File: src/rtl/bcd_score_counter.sv
// Multi-digit BCD up/down score counter with ripple carry/borrow, wrap or
// saturate overflow handling, new-round clear and session high-score tracking.
module bcd_score_counter #(
  parameter int unsigned NUM_DIGITS = 3,
  parameter bit          SATURATE   = 1'b1
) (
  input  logic                    clk,
  input  logic                    reset,
  input  logic                    clear,
  input  logic                    inc,
  input  logic                    dec,
  input  logic [3:0]              step,
  output logic [4*NUM_DIGITS-1:0] bcd,
  output logic [4*NUM_DIGITS-1:0] high_score,
  output logic                    carry_out,
  output logic                    borrow_out,
  output logic                    is_zero,
  output logic                    new_high
);

  localparam int unsigned W = 4 * NUM_DIGITS;
  localparam logic [W-1:0] ALL_NINES = {NUM_DIGITS{4'h9}};

  logic [W-1:0] bcd_q, bcd_d;
  logic [W-1:0] high_q, high_d;
  logic         carry_q, carry_d;
  logic         borrow_q, borrow_d;
  logic         new_high_q, new_high_d;

  logic [3:0]   step_sat;
  logic [W-1:0] add_res, sub_res;
  logic         add_cy, sub_bw;
  logic [4:0]   dsum, need, digit;

  // Single-cycle ripple add and subtract; only digit 0 sees the step value.
  always_comb begin
    step_sat = (step > 4'd9) ? 4'd9 : step;
    add_res  = '0;
    sub_res  = '0;
    add_cy   = 1'b0;
    sub_bw   = 1'b0;
    dsum     = '0;
    need     = '0;
    digit    = '0;
    for (int i = 0; i < NUM_DIGITS; i++) begin
      digit = 5'(bcd_q[4*i +: 4]);
      dsum  = digit + ((i == 0) ? 5'(step_sat) : 5'd0) + 5'(add_cy);
      if (dsum > 5'd9) begin
        add_res[4*i +: 4] = 4'(dsum - 5'd10);
        add_cy            = 1'b1;
      end else begin
        add_res[4*i +: 4] = dsum[3:0];
        add_cy            = 1'b0;
      end
      need = ((i == 0) ? 5'(step_sat) : 5'd0) + 5'(sub_bw);
      if (digit >= need) begin
        sub_res[4*i +: 4] = 4'(digit - need);
        sub_bw            = 1'b0;
      end else begin
        sub_res[4*i +: 4] = 4'(digit + 5'd10 - need);
        sub_bw            = 1'b1;
      end
    end
  end

  // Next-state: clear > (inc xor dec) > hold; high score tracks independently.
  always_comb begin
    bcd_d      = bcd_q;
    high_d     = high_q;
    carry_d    = 1'b0;
    borrow_d   = 1'b0;
    new_high_d = 1'b0;

    // Packed BCD with MSD on top compares numerically as plain unsigned.
    if (bcd_q > high_q) begin
      high_d     = bcd_q;
      new_high_d = 1'b1;
    end

    if (clear) begin
      bcd_d = '0;
    end else if ((inc ^ dec) && (step_sat != 4'd0)) begin
      if (inc) begin
        carry_d = add_cy;
        bcd_d   = (add_cy && SATURATE) ? ALL_NINES : add_res;
      end else begin
        borrow_d = sub_bw;
        bcd_d    = (sub_bw && SATURATE) ? '0 : sub_res;
      end
    end
  end

  always_ff @(posedge clk) begin
    if (reset) begin
      bcd_q      <= '0;
      high_q     <= '0;
      carry_q    <= 1'b0;
      borrow_q   <= 1'b0;
      new_high_q <= 1'b0;
    end else begin
      bcd_q      <= bcd_d;
      high_q     <= high_d;
      carry_q    <= carry_d;
      borrow_q   <= borrow_d;
      new_high_q <= new_high_d;
    end
  end

  assign bcd        = bcd_q;
  assign high_score = high_q;
  assign carry_out  = carry_q;
  assign borrow_out = borrow_q;
  assign new_high   = new_high_q;
  assign is_zero    = (bcd_q == '0);

endmodule

File: config.mk
export PLATFORM = sky130hd
export DESIGN_NAME = bcd_score_counter
export DESIGN_NICKNAME = d
export VERILOG_FILES = /design/src/rtl/bcd_score_counter.sv
export SDC_FILE = /design/constraint.sdc
export NUM_CORES = 1
export LEC_CHECK = 0
export BUFFER_PORTS_ARGS = -buffer_cell sky130_fd_sc_hd__buf_2
export CAP_MARGIN = 20
export CORE_MARGIN = 3
export CORE_UTILIZATION = 45
export CTS_CLUSTER_SIZE = 16
export DETAILED_ROUTE_END_ITERATION = 12
export PLACE_DENSITY_LB_ADDON = 0.08
export SLEW_MARGIN = 20
export SYNTH_ARGS = -nofsm -noshare
export SYNTH_HDL_FRONTEND = slang
export SYNTH_SLANG_ARGS = --single-unit
File: constraint.sdc
create_clock -name clk -period 5.47 [get_ports clk]
set_input_delay 0.8205 -clock clk [delete_from_list [all_inputs] [get_ports clk]]
set_output_delay 0.8205 -clock clk [all_outputs]
set_load 0.02 [all_outputs]
Word-level counts from Yosys, hierarchy flattened
Cells that the tools add are included.

Magnitude comparators: 8. Reduce and logical (&&, ||, !) cells: 6. Add/sub/neg operators: 13. Bitwise gates (word level): 3. Muxes and demuxes: 16.

Operator list (count): two-way mux 12 bit (3); two-way mux 4 bit (6); greater-than comparator 5 x 4 -> 1 bit, second input constant (3); greater-than comparator 12 bit (1); logical NOT 12 bit (1); subtractor 4 x 1 -> 4 bit (3); subtractor 4 bit, second input constant (3); adder 4 x 1 -> 5 bit (2); adder 4 bit, second input constant (2); greater-or-equal comparator 4 x 1 -> 1 bit (2); OR reduction 4 bit (2); subtractor 4 bit (2); two-way mux 1 bit (7); adder 4 x 4 -> 5 bit (1); greater-or-equal comparator 4 bit (1); greater-than comparator 4 bit, second input constant (1); nonzero test 4 bit (1); NOT 1 bit (2); OR reduction 2 bit (1); logical AND 1 bit (1); bitwise XOR 1 bit (1).

Bits of input ports: 9. Output and inout bits: 28. Register bits after elaboration: 27. Word-level logic and storage cells: 51.

Longest topological paths before layout
Gate-level depths: netlist (run 1).

Depth in word-level cells: 13. Mapped depth: 24. Depth with buffers taken out: 22.

Worst setup path before layout (run 1)
No wires, ideal clock.

Path type: input -> register. Start: input port step[3]. End: register bcd_q[7] (netlist: bcd[7]). Setup time: 0.119 ns. Required time: 5.351 ns. Path slack: 0.003 ns. Data arrival time: 5.348 ns. Stages on the path: 23. Path buffers: 1. Cell sequence: nand2b_1 -> ha_1 -> inv_1 -> ha_1 -> or2_2 -> o221ai_1 -> nor2_1 -> o21ai_0 -> ha_1 -> ha_1 -> clkbuf_1 -> o21ai_0 -> a21oi_1 -> a22oi_1 -> inv_1 -> ha_1 -> ha_1 -> nand2b_1 -> a31o_2 -> and3_1 -> a21boi_0 -> o21ai_0 -> o221a_2.

Word-level cells in the longest chain between the ends: 13. Elaborated cells between the ends (all ways): 26.

RTL lines: start, declared (RTL line 12) `input logic [3:0] step,`; greater-than comparator 4 bit (RTL line 37) `step_sat = (step > 4'd9) ? 4'd9 : step;`; two-way mux 4 bit * (RTL line 37); adder 4 x 4 -> 5 bit (RTL line 47) `dsum = digit + ((i == 0) ? 5'(step_sat) : 5'd0) + 5'(add_cy);`; greater-than comparator 5 x 4 -> 1 bit (RTL line 48) `if (dsum > 5'd9) begin`; two-way mux 1 bit (RTL line 48); adder 4 x 1 -> 5 bit (RTL line 47); greater-than comparator 5 x 4 -> 1 bit (RTL line 48); two-way mux 1 bit (RTL line 48); adder 4 x 1 -> 5 bit (RTL line 47); greater-than comparator 5 x 4 -> 1 bit (RTL line 48); two-way mux 1 bit (RTL line 48); two-way mux 12 bit (RTL line 85) `bcd_d = (add_cy && SATURATE) ? ALL_NINES : add_res;`; two-way mux 12 bit (RTL line 83) `if (inc) begin`; end signal, assigned (RTL line 95) `bcd_q <= '0;`; end signal, assigned (RTL line 101) `bcd_q <= bcd_d;`; end, declared (RTL line 24) `logic [W-1:0] bcd_q, bcd_d;`.

Mark *: on every way between the ends. The rest lies on a longest branch, timed or not. A chain may end at the register's enable or synchronous reset.

Worst setup path in the final report (run 1)
Start: input port step[3]. End: register bcd_q[10] (netlist: bcd[10]).

Word-level cells in the longest chain between the ends: 13. Elaborated cells between the ends (all ways): 24.

RTL lines (RTL line): greater-than comparator 4 bit (37); two-way mux 4 bit * (37); adder 4 x 4 -> 5 bit (47); greater-than comparator 5 x 4 -> 1 bit (48); two-way mux 1 bit (48); adder 4 x 1 -> 5 bit (47); greater-than comparator 5 x 4 -> 1 bit (48); two-way mux 1 bit (48); adder 4 x 1 -> 5 bit (47); subtractor 4 bit / greater-than comparator 5 x 4 -> 1 bit (equally long branches) (49, 48); two-way mux 4 bit / two-way mux 1 bit (equally long branches) (48); two-way mux 12 bit (85); two-way mux 12 bit (83).

Marks and branches as above.

==> results.md, run 1 <==
* Status: finished clean
* Root buffer cell: clkbuf_8
* Mapped Cells at just over 300
* Fin util at between 50% and 60%
* Average wire per standard cell at between 10 and 15 µm
* Clock skew at 0.00273 ns
* Pwr Density at 279 mW/mm²
* Die width at between 70 and 80 µm
* Design area at ~0.0028 mm²
* Number of core rows at 26
* GP Congestion at about 0.9
* Synth Flop Type: dfxtp_1
* Crit path kind: in -> reg
* Area fraction in compound gates after synthesis at about a fifth
* Core box area at between 0.005 and 0.006 mm²
* Yosys cell types at 48
* CP Launch Type: primary input
* Post-DRT Antenna Nets at 0
* Remaining Overflow, GRT at 0
* Period minus WS final at roughly 5.2 ns
* Adder-cell area share of the yosys netlist at roughly a fifth
* YS warnings at 0
* Max FO, Critical Path at 5
* Io pins at 37
* CP Capture Type: flop
* Largest net degree at the start of global routing at 16
* VDD IR max at 0.161 mV
* Main combinational cell family by area after synthesis: adder cells
* Final Hold Vio Count at 0
* Clk_lat worst skew at about 0.28 ns
* Post-synthesis register bit count at 27
* CP arrival at 5.40 ns
* Router iterations before antenna repair at 4
* Clock-pin slew on the worst setup and hold paths at ~0.10 ns
* TritonCTS clock tree: yes
* Syn_area_per_cell at about 8 µm²
* Clock tree buffer depth at 2
* Number of flops mapped to enable cells by yosys at 0
* Register area share after synthesis at between 20 and 25%
* Post-place instance area at 0.00275 mm²
* Layout cells sized above 1 at 17.7%
* Worst relative slew slack at roughly a third
* Area growth syn-to-layout at 15.1%
* Highest clock rate at a little under 200 MHz
* Final setup fails at 0
* Synthesized area at 0.00245 mm²
* Mux share of post-synthesis cell area at 7.40%
* Total GRT Usage at between 10% and 20%
* Clock buffer count from CTS at 3
* Post CTS Setup Buffer Count at 0
* Die area at 0.00637 mm²
* Worst hold path type: reg -> reg
* # diodes at 0
* Worst Path Required at 5.69 ns
* H-tree Lvls at 1
* Hpwl dp at 4590 µm
* Die height at about 80 µm
* Worst Max-Slew Pin Slew at between 1 and 1.5 ns
* First-pass GRT wire length at slightly below 10000 µm
* Synthesized Nets at 355
* Via count of the routed design at about 2200
* Post-Synth XOR/XNOR Area at under 10%
* Antenna violations before repair at 0
* Initial Util at between 40 and 50%
* PortBufs at 36
* Final Max Tran Viols at 0
* Post-synth ARST share at 0%
* Vias/cell at 5.35
* Final period utilization at approximately 95%
* CTS sink count at 27
* Nets@finish at a little under 400
* Simple-Gate Fraction of Synth Area at between 10% and 20%
* Vias in the first global route at 2093
* Max Cap Violations at 0
* Drc violations at 0
* Leak at approximately 0.0014 µW
* Initial DRC Count at between 100 and 150
* Final Routed Wirelength at between 5000 and 6000 µm
==> synthesized netlist by cell type (6+ instances only) <==
library cell  count  area share [%]
a22oi_1           7             2.1
inv_1            36             5.5
nor2_1           28             4.3
mux2i_1          17             6.9
nand2_1          14             2.1
dfxtp_1          27              22
nand2b_1          7             1.8
xnor2_1           7             2.5
a21oi_1          17             3.5
ha_1             37              19
o21ai_0          21             4.3
clkbuf_1          9             1.4
nor2b_1           6             1.5
==> worst max-delay path: stages <==
cell	delay, ns
buf_2	0.12
nand2b_1	0.20
ha_1	0.35
inv_1	0.07
ha_1	0.20
or2_2	0.31
o221ai_2	0.19
nor2_1	0.10
o21ai_0	0.23
ha_1	0.22
ha_1	0.26
o21ai_0	0.19
a21oi_1	0.10
a22oi_2	0.18
inv_1	0.06
ha_1	0.22
ha_1	0.32
nand2b_1	0.16
a31o_2	0.25
a31oi_1	0.21
a22oi_1	0.08
or4_1	0.41
a21oi_1	0.14
==> cell families after synthesis <==
family | Yosys count
buffers and inverters | 48
adders and majority gates | 40
DFF | 27
AOI/OAI and AO/OA | 77
muxes | 18
and+or+nand+nor | 86
xor gates and xnor gates | 10
==> flip-flops by register name, summed over array words and instances, names as in the netlist <==
register and count:
bcd 12, high_score 12, carry_out 1, new_high 1
borrow_out 1
==> power by group <==
part / switching, µW / leakage, µW / total (µW) / internal, µW
Clock: 69.5 / 0.0000255 / 121 / 51.3
Sequential: 24.9 / 0.000219 / 240 / 215
Combinational: 239 / 0.00113 / 427 / 189
==> per-layer routing <==
metal | global-route usage, % | up-vias | wire length (µm)
met5 | 0 | - | 0
met4 | 3.72 | 0 | 44
met3 | 2.03 | 5 | 220
met2 | 32.8 | 44 | 2720
met1 | 25.6 | 1005 | 2800
li1 | - | 1166 | -
==> cell type report <==
cell class                 count  area [µm²]
tap                           70        87.6
fill                         502        2380
multi-input combinational    231        1750
clock inverter                 1        5.00
timing repair buffer          47         263
clock buffer                   3        41.3
sequential                    27         541
inverter                      36         135
==> worst paths after layout <==
check | from | to | slack, ns | cells past startpoint
setup / recovery | step[3] | bcd[10] | 0.29 | 23
hold reg to reg | high_score[5] | high_score[5] | 0.53 | 2
hold / removal | high_score[5] | high_score[5] | 0.53 | 2
setup reg to reg | bcd[1] | bcd[10] | 0.69 | 21
==> per-stage QoR <==
step	instances	power, µW	worst slack (ns)	hold slack [ns]	setup TNS, ns
finish	415	787	0.294	0.531	0
global route	415	855	-0.0271	0.555	-0.0474
CTS	415	793	0.180	0.533	0
detailed placement	411	670	-0.117	0.507	-0.204
global placement	411	672	0.0564	0.494	0
floorplan	306	563	0.00342	0.590	0
==> timing repair <==
action | 4_1_cts | 5_1_grt
setup endpoints to repair | 0 | 7
hold buffers | 0 | 0
gates resized for setup | 0 | 5
==> cells in the final DEF (no fill, tap or decap), drive strengths merged, types with 5 or more instances in the layout <==
| master | instances |
|---|---|
| inv | 36 |
| a22oi | 7 |
| buf | 47 |
| mux2i | 17 |
| nand2b | 7 |
| a21oi | 17 |
| dfxtp | 27 |
| xnor2 | 7 |
| nor2b | 6 |
| ha | 37 |
| nand3 | 5 |
| nand2 | 14 |
| o21ai | 22 |
| nand4 | 5 |
| and3 | 5 |
| nor2 | 28 |
(Power assumes the default switching activity.)
==> run 2: changes to the inputs <==
Settings changed: ABC_AREA from default to 1, BUFFER_PORTS_ARGS -buffer_cell sky130_fd_sc_hd__buf_2 to default, DONT_BUFFER_PORTS from default to 1, GPL_ROUTABILITY_DRIVEN from default to 0.
==> results.md, run 2 <==
* Io pins at 37
* Final worst slack at between 0.8 and 0.9 ns
* Clock-pin slew on the worst setup and hold paths at ~0.09 ns
* CP Launch Type: primary input
* Highest clock rate at ~220 MHz
* Clock skew at 0.00408 ns
* TNS Setup at 0 ns
* Die width at 77.8 µm
* Period minus WS final at roughly 4.6 ns
* CP arrival at roughly 4.8 ns
* Yosys cell types at 30
* Worst Path Required at 5.65 ns
* Clock buffer count from CTS at 3
* # diodes at 0
* Flip-flop and latch area at 541 µm²
* Clk_lat worst skew at approximately 0.28 ns
* Dpl ws at around 0.57 ns
* First-pass GRT wire length at a little over 9000 µm
* Largest net degree at the start of global routing at 20
* YS warnings at 0
* Initial DRC Count at 86
* Post CTS Setup Buffer Count at 0
* Area of the multi-input gates at approximately 0.0015 mm²
* Initial Util at between 40 and 50%
* Final period utilization at 84.4%
* Post-synthesis register bit count at 27
* Worst hold path type: in -> reg
* RSZ-0062 raised after global routing: false
* Max Cap Violations at 0
* TritonCTS clock tree: yes
* Root buffer cell: clkbuf_8
* Post-DRT Antenna Nets at 0
* Vias in the first global route at between 1500 and 2000
* Die area at 0.00606 mm²
* Total GRT Usage at 18.8%
* Final Max Tran Viols at 0
* Post-synth ARST share at 0%
* Syn_area_per_cell at around 7 µm²
* Hold Worst Slack at ~0.6 ns
* Area growth syn-to-layout at 4.15%
* Number of core rows at 25
* Remaining Overflow, GRT at 0
* Layout cells sized above 1 at 4.28%
* H-tree Lvls at 1
* PortBufs at 0
* Via count of the routed design at approximately 2000
* Register area share after synthesis at a little under a quarter
* Worst Max-Slew Pin Slew at roughly 0.9 ns
* Clock tree buffer depth at 2
* Vias/cell at approximately 5.2
* Yosys top cell by area: dfxtp_1
* # fillers at 502
* Synth top area share at a little under a quarter
* Hpwl dp at between 4000 and 5000 µm
* Max FO, Critical Path at 5
* Final Hold Vio Count at 0
* Dominant cells by area after synthesis: dfxtp_1, ha_1, inv_1
* Nets@finish at between 300 and 400
* Most frequent cells in the layout: inv_1, nor2_1, nand2_1, ha_1, o21ai_0
* Synthesized area at around 0.0023 mm²
* Core box area at ~0.0048 mm²
* Synth Flop Type: dfxtp_1
* Leak at roughly 0.0012 µW
* Drc violations at 0
* Antenna violations before repair at 0
* Design area at about 0.0024 mm²
* VDD IR max at about 0.13 mV
* Average wire per standard cell at 14.2 µm
* Router iterations before antenna repair at 4
* Commonest non-fill, non-tap cell in the layout: inv_1
* CP Capture Type: flop
* Pwr Density at between 300 and 400 mW/mm²
* CTS Hold Bufs at 0
* Crit path kind: in -> reg
* Number of flops mapped to enable cells by yosys at 0
* Mapped Cells at 330
* Synthesized Nets at roughly 380
* Synth cell count leaders: inv_1, nand2_1, nor2_1
* Final Routed Wirelength at roughly 5600 µm
* Final setup fails at 0
* Worst relative slew slack at around 38%
* Count leader, synth: inv_1
* CTS sink count at 27
* Die height at 77.8 µm
* Post-place instance area at 0.00237 mm²
* Status: finished clean
* Post-CTS sizing at 0
[run 2: through the flow]
stage	total power, µW	utilization (%)	cells
2_1_floorplan	607	-	330
3_5_place_dp	685	48.9	390
6_report	795	49.9	394
4_1_cts	803	49.9	394
5_1_grt	874	49.9	394
3_3_place_gp	682	48.9	390
[run 2: cells by family (layout without fill, tap and decap cells)]
kind of cell / after synthesis / count (layout) / synth area share (%)
xor gates and xnor gates: 13 / 13 / 4.91
AOI/OAI and AO/OA: 70 / 70 / 17.1
buffers and inverters: 64 / 61 / 10.6
and+or+nand+nor: 116 / 116 / 21.5
adders and majority gates: 40 / 40 / 22.5
DFF: 27 / 27 / 23.3
[run 2: path summary, 6_finish.rpt]
kind	start	endpoint	slack, ns	depth (start not counted)
hold / removal	reset	new_high	0.60	1
setup reg to reg	bcd[1]	bcd[7]	1.03	23
setup / recovery	step[2]	bcd[7]	0.85	25
hold reg to reg	high_score[5]	high_score[5]	0.60	2
[run 2: worst max-delay path: stages]
cell and delay, ns:
o21ai_2 0.17, nand2_1 0.10, ha_1 0.28, inv_1 0.09, ha_1 0.19, inv_1 0.07, nand2_1 0.07, a31oi_1 0.30
nand2_1 0.17, ha_1 0.23, ha_1 0.21, xnor2_1 0.24, inv_2 0.07, nor2_2 0.18, o21ai_4 0.11, ha_1 0.21
ha_1 0.23, xnor2_1 0.19, nand2_1 0.14, nand2_1 0.21, nand2_1 0.11, a21oi_1 0.19, nand2_1 0.08, o211ai_1 0.08
inv_1 0.05
[run 2: report_power, final]
group / total [µW] / internal, µW / leakage (µW) / switching [µW]
registers: 308 / 231 / 0.000221 / 77.0
clock network: 117 / 52.3 / 0.0000228 / 64.9
logic: 369 / 135 / 0.000923 / 234
total: 795 / 419 / 0.00117 / 376
[run 2: final cells by class]
| type | instances | share of cell area (%) |
|---|---|---|
| inverter | 57 | 8.85 |
| tap | 67 | 3.47 |
| multi-input combinational | 239 | 63.5 |
| clock buffer | 4 | 1.86 |
| sequential | 27 | 22.4 |
[run 2: layer usage]
layer	vias to the layer above	routed length, µm	global-route usage (%)
li1	1078	-	-
met1	927	2700	25.9
met2	48	2580	30.4
met3	5	265	2.78
met4	0	61	4.80
met5	-	0	0
